$ cat src/rtl/cpu_pkg.sv
// Shared encodings for the multi-cycle CPU controller: FSM states, memory address selects,
// ALU operand selects and the decoded-instruction record. IRQ state exists only with CPU_IRQ_EN.
package cpu_pkg;

  typedef enum logic [2:0] {
    ST_FETCH  = 3'd0,
    ST_DECODE = 3'd1,
    ST_RIMM   = 3'd2,
    ST_RADDR  = 3'd3,
    ST_EXEC   = 3'd4,
    ST_HALT   = 3'd5
`ifdef CPU_IRQ_EN
    , ST_IRQ  = 3'd6
`endif
  } state_t;

  localparam logic [1:0] MA_PC  = 2'd0;
  localparam logic [1:0] MA_A   = 2'd1;
  localparam logic [1:0] MA_VEC = 2'd2;

  // Register selects REG0..REG3 are REG0 plus the register index.
  localparam logic [2:0] ALU1_REG0 = 3'b000;
  localparam logic [2:0] ALU1_MEM  = 3'b100;
  localparam logic [2:0] ALU1_PC   = 3'b101;
  localparam logic [2:0] ALU2_REG0 = 3'b000;
  localparam logic [2:0] ALU2_OP   = 3'b100;
  localparam logic [2:0] ALU2_ONE  = 3'b101;

  localparam logic [2:0] DEST_MEM = 3'b111;

  typedef enum logic [1:0] {
    SRC_REG  = 2'd0,
    SRC_IMM  = 2'd1,
    SRC_ADDR = 2'd2,
    SRC_BAD  = 2'd3
  } src_t;

  typedef enum logic [1:0] {
    DK_REG = 2'd0,
    DK_MEM = 2'd1,
    DK_BAD = 2'd2
  } dest_kind_t;

  typedef struct packed {
    src_t       src;
    logic [3:0] func;
    logic [2:0] alu_a;
    logic [2:0] alu_b;
    dest_kind_t dkind;
    logic [1:0] dest_idx;
    logic       illegal;
  } dec_t;

endpackage

$ cat src/rtl/cpu_decode.sv
// Combinational instruction decoder: splits the low 16 opcode bits into source mode,
// ALU controls and destination. Class/source faults go to illegal; destination faults to dkind.
module cpu_decode
  import cpu_pkg::*;
#(
  parameter int REG_CNT = 3
) (
  input  logic [15:0] i_opcode,
  output dec_t        o_dec
);

  localparam logic [2:0] LP_REG_CNT = 3'(REG_CNT);

  logic [2:0] w_s1;
  logic       w_is_a;
  logic       w_is_i;

  assign w_s1   = i_opcode[11:9];
  assign w_is_a = (i_opcode[15:12] == 4'b0000);
  assign w_is_i = (i_opcode[15:14] == 2'b01);

  always_comb begin
    // NOTE: every field gets a default before any branch, so no path can infer a latch.
    o_dec.src      = SRC_BAD;
    o_dec.func     = 4'd0;
    o_dec.alu_a    = w_s1[2] ? ALU1_MEM : (ALU1_REG0 + {1'b0, w_s1[1:0]});
    o_dec.alu_b    = ALU2_REG0;
    o_dec.dkind    = DK_BAD;
    o_dec.dest_idx = 2'd0;

    if (!w_s1[2])               o_dec.src = SRC_REG;
    else if (w_s1 == 3'b100)    o_dec.src = SRC_IMM;
    else if (w_s1 == 3'b110)    o_dec.src = SRC_ADDR;

    if (w_is_a) begin
      o_dec.alu_b    = ALU2_REG0 + {1'b0, i_opcode[4:3]};
      o_dec.func     = i_opcode[8:5];
      o_dec.dest_idx = i_opcode[1:0];
      if (i_opcode[2:0] == DEST_MEM)        o_dec.dkind = DK_MEM;
      else if (i_opcode[2:0] < LP_REG_CNT)  o_dec.dkind = DK_REG;
    end else if (w_is_i) begin
      o_dec.alu_b    = ALU2_OP;
      o_dec.func     = {i_opcode[8], i_opcode[8], i_opcode[13:12]};
      o_dec.dest_idx = w_s1[1:0];
      if ({1'b0, w_s1[1:0]} < LP_REG_CNT)   o_dec.dkind = DK_REG;
    end

    o_dec.illegal = !(w_is_a || w_is_i) || (o_dec.src == SRC_BAD);
  end

endmodule

$ cat src/rtl/cpu_sequencer.sv
// Multi-cycle CPU control FSM with req/ack memory handshake, DECODE cycle and sticky illegal flag.
// Optional interrupt vectoring (irq/irq_ack ports, IRQ state) is built when CPU_IRQ_EN is defined.
module cpu_sequencer
  import cpu_pkg::*;
#(
  parameter int OPCODE_W   = 16,
  parameter int REG_CNT    = 3,
  parameter int ALU_FUNC_W = 4,
  parameter int RESET_HALT = 0
) (
  input  logic                  clk,
  input  logic                  rst,
  input  logic                  i_start,
  input  logic [OPCODE_W-1:0]   i_opcode,
  input  logic                  i_mem_ack,
`ifdef CPU_IRQ_EN
  input  logic                  i_irq,
  output logic                  o_irq_ack,
`endif
  output logic                  o_mem_req,
  output logic                  o_mem_we,
  output logic [1:0]            o_mem_addr_sel,
  output logic                  o_en_pc,
  output logic                  o_save_opcode,
  output logic                  o_save_mem,
  output logic [ALU_FUNC_W-1:0] o_alu_func,
  output logic [2:0]            o_alu_a,
  output logic [2:0]            o_alu_b,
  output logic [REG_CNT-1:0]    o_en_reg,
  output logic                  o_halted,
  output logic                  o_illegal
);

  state_t r_state;
  state_t w_next;
  logic   r_illegal;
  logic   w_illegal_next;
  logic   w_irq_take;
  dec_t   w_dec;

  cpu_decode #(.REG_CNT(REG_CNT)) u_decode (
    .i_opcode (i_opcode[15:0]),
    .o_dec    (w_dec)
  );

  // NOTE: state is updated with non-blocking assignments so every flop samples pre-edge values.
  always_ff @(posedge clk or posedge rst) begin
    if (rst) begin
      r_state   <= (RESET_HALT != 0) ? ST_HALT : ST_FETCH;
      r_illegal <= 1'b0;
    end else begin
      r_state   <= w_next;
      r_illegal <= w_illegal_next;
    end
  end

`ifdef CPU_IRQ_EN
  // Entry flag is not raised on return from IRQ, so one irq level vectors only once.
  logic r_fetch_entry;
  always_ff @(posedge clk or posedge rst) begin
    if (rst) r_fetch_entry <= 1'b1;
    else     r_fetch_entry <= (w_next == ST_FETCH) && (r_state != ST_FETCH) && (r_state != ST_IRQ);
  end
  assign w_irq_take = r_fetch_entry & i_irq;
`else
  assign w_irq_take = 1'b0;
`endif

  assign o_illegal = r_illegal;

  always_comb begin
    w_next         = r_state;
    w_illegal_next = r_illegal;
    o_mem_req      = 1'b0;
    o_mem_we       = 1'b0;
    o_mem_addr_sel = MA_PC;
    o_en_pc        = 1'b0;
    o_save_opcode  = 1'b0;
    o_save_mem     = 1'b0;
    o_alu_func     = '0;
    o_alu_a        = 3'd0;
    o_alu_b        = 3'd0;
    o_en_reg       = '0;
    o_halted       = 1'b0;
`ifdef CPU_IRQ_EN
    o_irq_ack      = 1'b0;
`endif

    // Outputs track rst combinationally so a dropped request disappears in the same cycle.
    if (rst) begin
      o_halted = (RESET_HALT != 0);
    end else begin
      case (r_state)
        ST_FETCH: begin
          if (w_irq_take) begin
`ifdef CPU_IRQ_EN
            w_next = ST_IRQ;
`endif
          end else begin
            o_mem_req = 1'b1;
            o_alu_a   = ALU1_PC;
            o_alu_b   = ALU2_ONE;
            if (i_mem_ack) begin
              o_save_opcode = 1'b1;
              o_en_pc       = 1'b1;
              w_next        = ST_DECODE;
            end
          end
        end
        ST_DECODE: begin
          if (w_dec.illegal) begin
            w_next         = ST_HALT;
            w_illegal_next = 1'b1;
          end else begin
            case (w_dec.src)
              SRC_IMM:  w_next = ST_RIMM;
              SRC_ADDR: w_next = ST_RADDR;
              default:  w_next = ST_EXEC;
            endcase
          end
        end
        ST_RIMM: begin
          o_mem_req = 1'b1;
          o_alu_a   = ALU1_PC;
          o_alu_b   = ALU2_ONE;
          if (i_mem_ack) begin
            o_save_mem = 1'b1;
            o_en_pc    = 1'b1;
            w_next     = ST_EXEC;
          end
        end
        ST_RADDR: begin
          o_mem_req      = 1'b1;
          o_mem_addr_sel = MA_A;
          if (i_mem_ack) begin
            o_save_mem = 1'b1;
            w_next     = ST_EXEC;
          end
        end
        ST_EXEC: begin
          o_alu_a    = w_dec.alu_a;
          o_alu_b    = w_dec.alu_b;
          o_alu_func = ALU_FUNC_W'(w_dec.func);
          case (w_dec.dkind)
            DK_REG: begin
              o_en_reg = REG_CNT'(1) << w_dec.dest_idx;
              w_next   = ST_FETCH;
            end
            DK_MEM: begin
              o_mem_req      = 1'b1;
              o_mem_we       = 1'b1;
              o_mem_addr_sel = MA_A;
              if (i_mem_ack) w_next = ST_FETCH;
            end
            default: begin
              w_next         = ST_HALT;
              w_illegal_next = 1'b1;
            end
          endcase
        end
        ST_HALT: begin
          o_halted = 1'b1;
          if (i_start) begin
            w_next         = ST_FETCH;
            w_illegal_next = 1'b0;
          end
        end
`ifdef CPU_IRQ_EN
        ST_IRQ: begin
          o_mem_req      = 1'b1;
          o_mem_addr_sel = MA_VEC;
          if (i_mem_ack) begin
            o_en_pc   = 1'b1;
            o_irq_ack = 1'b1;
            w_next    = ST_FETCH;
          end
        end
`endif
        default: w_next = ST_FETCH;
      endcase
    end
  end

endmodule

$ cat config.mk
export PLATFORM = sky130hd
export DESIGN_NAME = cpu_sequencer
export DESIGN_NICKNAME = d
export VERILOG_FILES = /design/src/rtl/cpu_pkg.sv /design/src/rtl/cpu_decode.sv /design/src/rtl/cpu_sequencer.sv
export SDC_FILE = /design/constraint.sdc
export NUM_CORES = 1
export LEC_CHECK = 0
export ABC_CLOCK_PERIOD_IN_PS = 2100
export CAP_MARGIN = 40
export CORE_ASPECT_RATIO = 1.1
export CORE_MARGIN = 10
export CORE_UTILIZATION = 38
export CTS_CLUSTER_DIAMETER = 50
export DETAILED_ROUTE_END_ITERATION = 6
export PLACE_DENSITY = 0.91
export SYNTH_ARGS = -nofsm -noshare
export SYNTH_HDL_FRONTEND = slang
export SYNTH_SLANG_ARGS = --single-unit
$ cat constraint.sdc
create_clock -name clk -period 2.1 [get_ports clk]
set_input_delay 0.42 -clock clk [delete_from_list [all_inputs] [get_ports clk]]
set_output_delay 0.42 -clock clk [all_outputs]
set_load 0.1 [all_outputs]
==> summary.md, run 1 <==
| Metric | Value |
|---|---|
| Die area | `0.00417 mm2` |
| Number of synthesized flops with an enable pin | `0` |
| Status | `complete, but fails checks` |
| Share of the yosys chip area belonging to registers | `13.3%` |
| Post-synthesis cell type count | `46` |
| Initial antenna violation count | `0` |
| FMAX | `457 MHz` |
| Post-Syn Instances | `105` |
| Lkg Pwr | `0.000715 uW` |
| Required time worst endpoint | `1.68 ns` |
| Flops & latches, synth | `4` |
| Num ports | `42` |
| Worst setup margin | `-0.0882 ns` |
| Mapped cell area | `753 um2` |
| Clock Sinks | `4` |
| Most frequent cells after synthesis | `11 x nand2_1, 9 x nor2_1, 8 x a21oi_1` |
| Syn avg cell area | `7.17 um2` |
| RR Startpoint | `r_state[1]` |
| Setup violators final | `6` |
| Largest net degree at the start of global routing | `18` |
| Top cells by area, synth | `dfrtp_1 13%, nand2_1 5.5%, a21oi_1 5.3%` |
| Number of buffers created by CTS | `3` |
| Worst-path clk slew | `0.03 ns` |
| Util after Layout | `92.5%` |
| Final Cycle Share | `104%` |
| Gr usage total | `18.7%` |
| CTS tree | `done` |
| Async SR Flop Fraction | `100%` |
| Pins over their slew limit | `0` |
| Top_reg_cell synth | `dfrtp_1` |
| Core area | `0.00184 mm2` |
| Period minus WS final | `2.19 ns` |
| First-pass DRT Iterations | `4` |
| Die Wd | `62.5 um` |
| Routed Antenna Nets | `0` |
| Count leader, synth | `nand2_1` |
| Startpoint Class | `input pin` |
| H-tree Lvls | `1` |
| Crit. End Element | `primary output` |
| YS warnings | `0` |
| RSZ-0062 raised after global routing | `true` |
| Starting Density | `40.9%` |
| # DRC | `0` |
| Family with the most delay on the worst path | `simple AND/OR/NAND/NOR gates` |
| Vias | `1233` |
| Final GP Congestion | `0.931` |
| Crit Path Max Fanout | `4` |
| IO buf count | `40` |
| Critical path's largest stage delay | `0.40 ns` |
| Number of global-route vias before repair | `1204` |
| R2r setup slk | `0.34 ns` |
| DR iter-0 viols | `78` |
| Yosys top cell by area | `dfrtp_1` |
| Number of max-cap violations | `0` |
| Clock latency at the later pin of the worst-skew pair | `0.23 ns` |
| Setup Skew | `0.00304 ns` |
| Global-route wire length before repair | `6310 um` |
| Clock buffer depth | `2` |
| Final hold viol count | `0` |
| ANT cells | `0` |
| Final HPWL DP | `3180 um` |
| Failing checks | `setup timing` |
| Final net count | `189` |
| Final Routed Wirelength | `4720 um` |
| Via-per-instance ratio | `6.42` |
| WP buf/inv | `2` |
| Share of cells above drive strength 1 | `52.7%` |
| Syn-to-layout area delta | `126%` |
| Reg-to-reg endpoint | `r_state[1]` |
| Setup WS pre-CTS | `-0.465 ns` |
| Max VDD drop | `1.05 mV` |
| Post-DR wirelength/cell | `24.6 um` |
| Die Span Y | `66.7 um` |
| CP max stage cell | `nor4_4` |
| GRT overflow | `0` |
| P per Cell Area | `889 mW/mm2` |
| WP data arrival | `1.77 ns` |
| Min-delay worst type | `in2async` |
| Worst Setup SP | `i_opcode[12]` |
| CTS Root Cell | `clkbuf_4` |
| Depth of the worst register-to-register path | `5` |
| Row cnt | `16` |
| CP cell instances | `buf_8 > nor4_4 > nand2_1 > a211oi_2 > and2_4 > buf_12` |
| CP Class | `in2out` |
| Net Count, Synth | `127` |
| Synth top area share | `13.3%` |
## worst max-delay path by stage
stage	endpoint	slack (ns)	cells after the start
3_5_place_dp	o_en_reg[0]	-0.46	6
6_report	o_en_reg[1]	-0.09	6
2_1_floorplan	o_save_opcode	-0.62	4
4_1_cts	o_mem_addr_sel[0]	-0.008	6
3_3_place_gp	o_mem_addr_sel[0]	-0.39	6
5_1_grt	o_en_reg[0]	-0.13	5
## cell usage in the layout (no fill, tap or decap), drive strengths merged, types with 3 or more instances in the layout
cell type,n
dlygate4sd2,4
buf,51
dfrtp,4
clkdlybuf4s50,8
nor3,3
a21oi,8
nand3,3
a22oi,4
nand2,11
nor2b,4
nor2,9
and3,3
inv,7
clkbuf,4
nand2b,4
## state kept, by name, indices dropped and copies added (netlist names)
register   cells
r_state        3
o_illegal      1
## where the power goes
group          internal [uW]  switching, uW
clock                   63.4           24.4
combinational            441            856
sequential               107           23.6
## kinds of logic (layout without fill, tap and decap cells)
group           after synthesis  in the layout  synth area share [%]
compound gates               30             30                  30.9
fa+ha+maj                     2              2                  3.32
buf+inv                      15             75                  9.97
flops                         4              4                  13.3
mux                           1              1                  1.49
other cells                   1              1                 0.498
simple gates                 52             52                  40.5
## timing repair
action,CTS,global route
hold buffers,0,0
gates resized for setup,36,11
buffers inserted,2,2
endpoints found under the setup margin,18,11
pin swaps,11,11
cloned,0,0
## layout make-up
cell class              instances  area, um2
flip-flops and latches          4        100
well taps                      27       33.8
clock buffers                   3       22.5
fillers                        65        138
multi-input cells              86        746
inverters                       7       26.3
repair buffers                 65        776
## worst register-to-register path, stage by stage (launching register included)
cell and delay (ns):
dfrtp_1 0.39, buf_4 0.21, nor3b_1 0.44, a221oi_4 0.17, nand2_1 0.11, mux2_1 0.32
## metal layers
| metal | global-route usage [%] | wire length [um] | vias up |
|---|---|---|---|
| met1 | 18.3 | 1460 | 560 |
| li1 | - | - | 500 |
| met3 | 3.18 | 372 | 53 |
| met5 | 0 | 0 | - |
| met4 | 10.1 | 476 | 0 |
| met2 | 36.9 | 2410 | 120 |
## metrics by stage
step	TNS [ns]	power, uW	instances	cell area [um2]	hold WS (ns)
detailed placement	-4.89	1370	185	1610	0.503
CTS	-0.0213	1460	190	1670	0.383
floorplan	-1.92	963	105	880	0.207
global route	-0.672	1570	192	1700	0.428
global placement	-4.01	1320	185	1610	0.478
finish	-0.222	1520	192	1700	0.421
(Power assumes the default switching activity.)
==> run 2: changes to the inputs <==
--- a/config.mk
+++ b/config.mk
@@ -6,7 +6,7 @@
 export NUM_CORES = 1
 export LEC_CHECK = 0
 export ABC_CLOCK_PERIOD_IN_PS = 2100
-export CAP_MARGIN = 40
+export CAP_MARGIN = 20
 export CORE_ASPECT_RATIO = 1.1
 export CORE_MARGIN = 10
 export CORE_UTILIZATION = 38
==> results of run 2 <==
No change in the layout: final DEF, timing and power equal those of run 1.
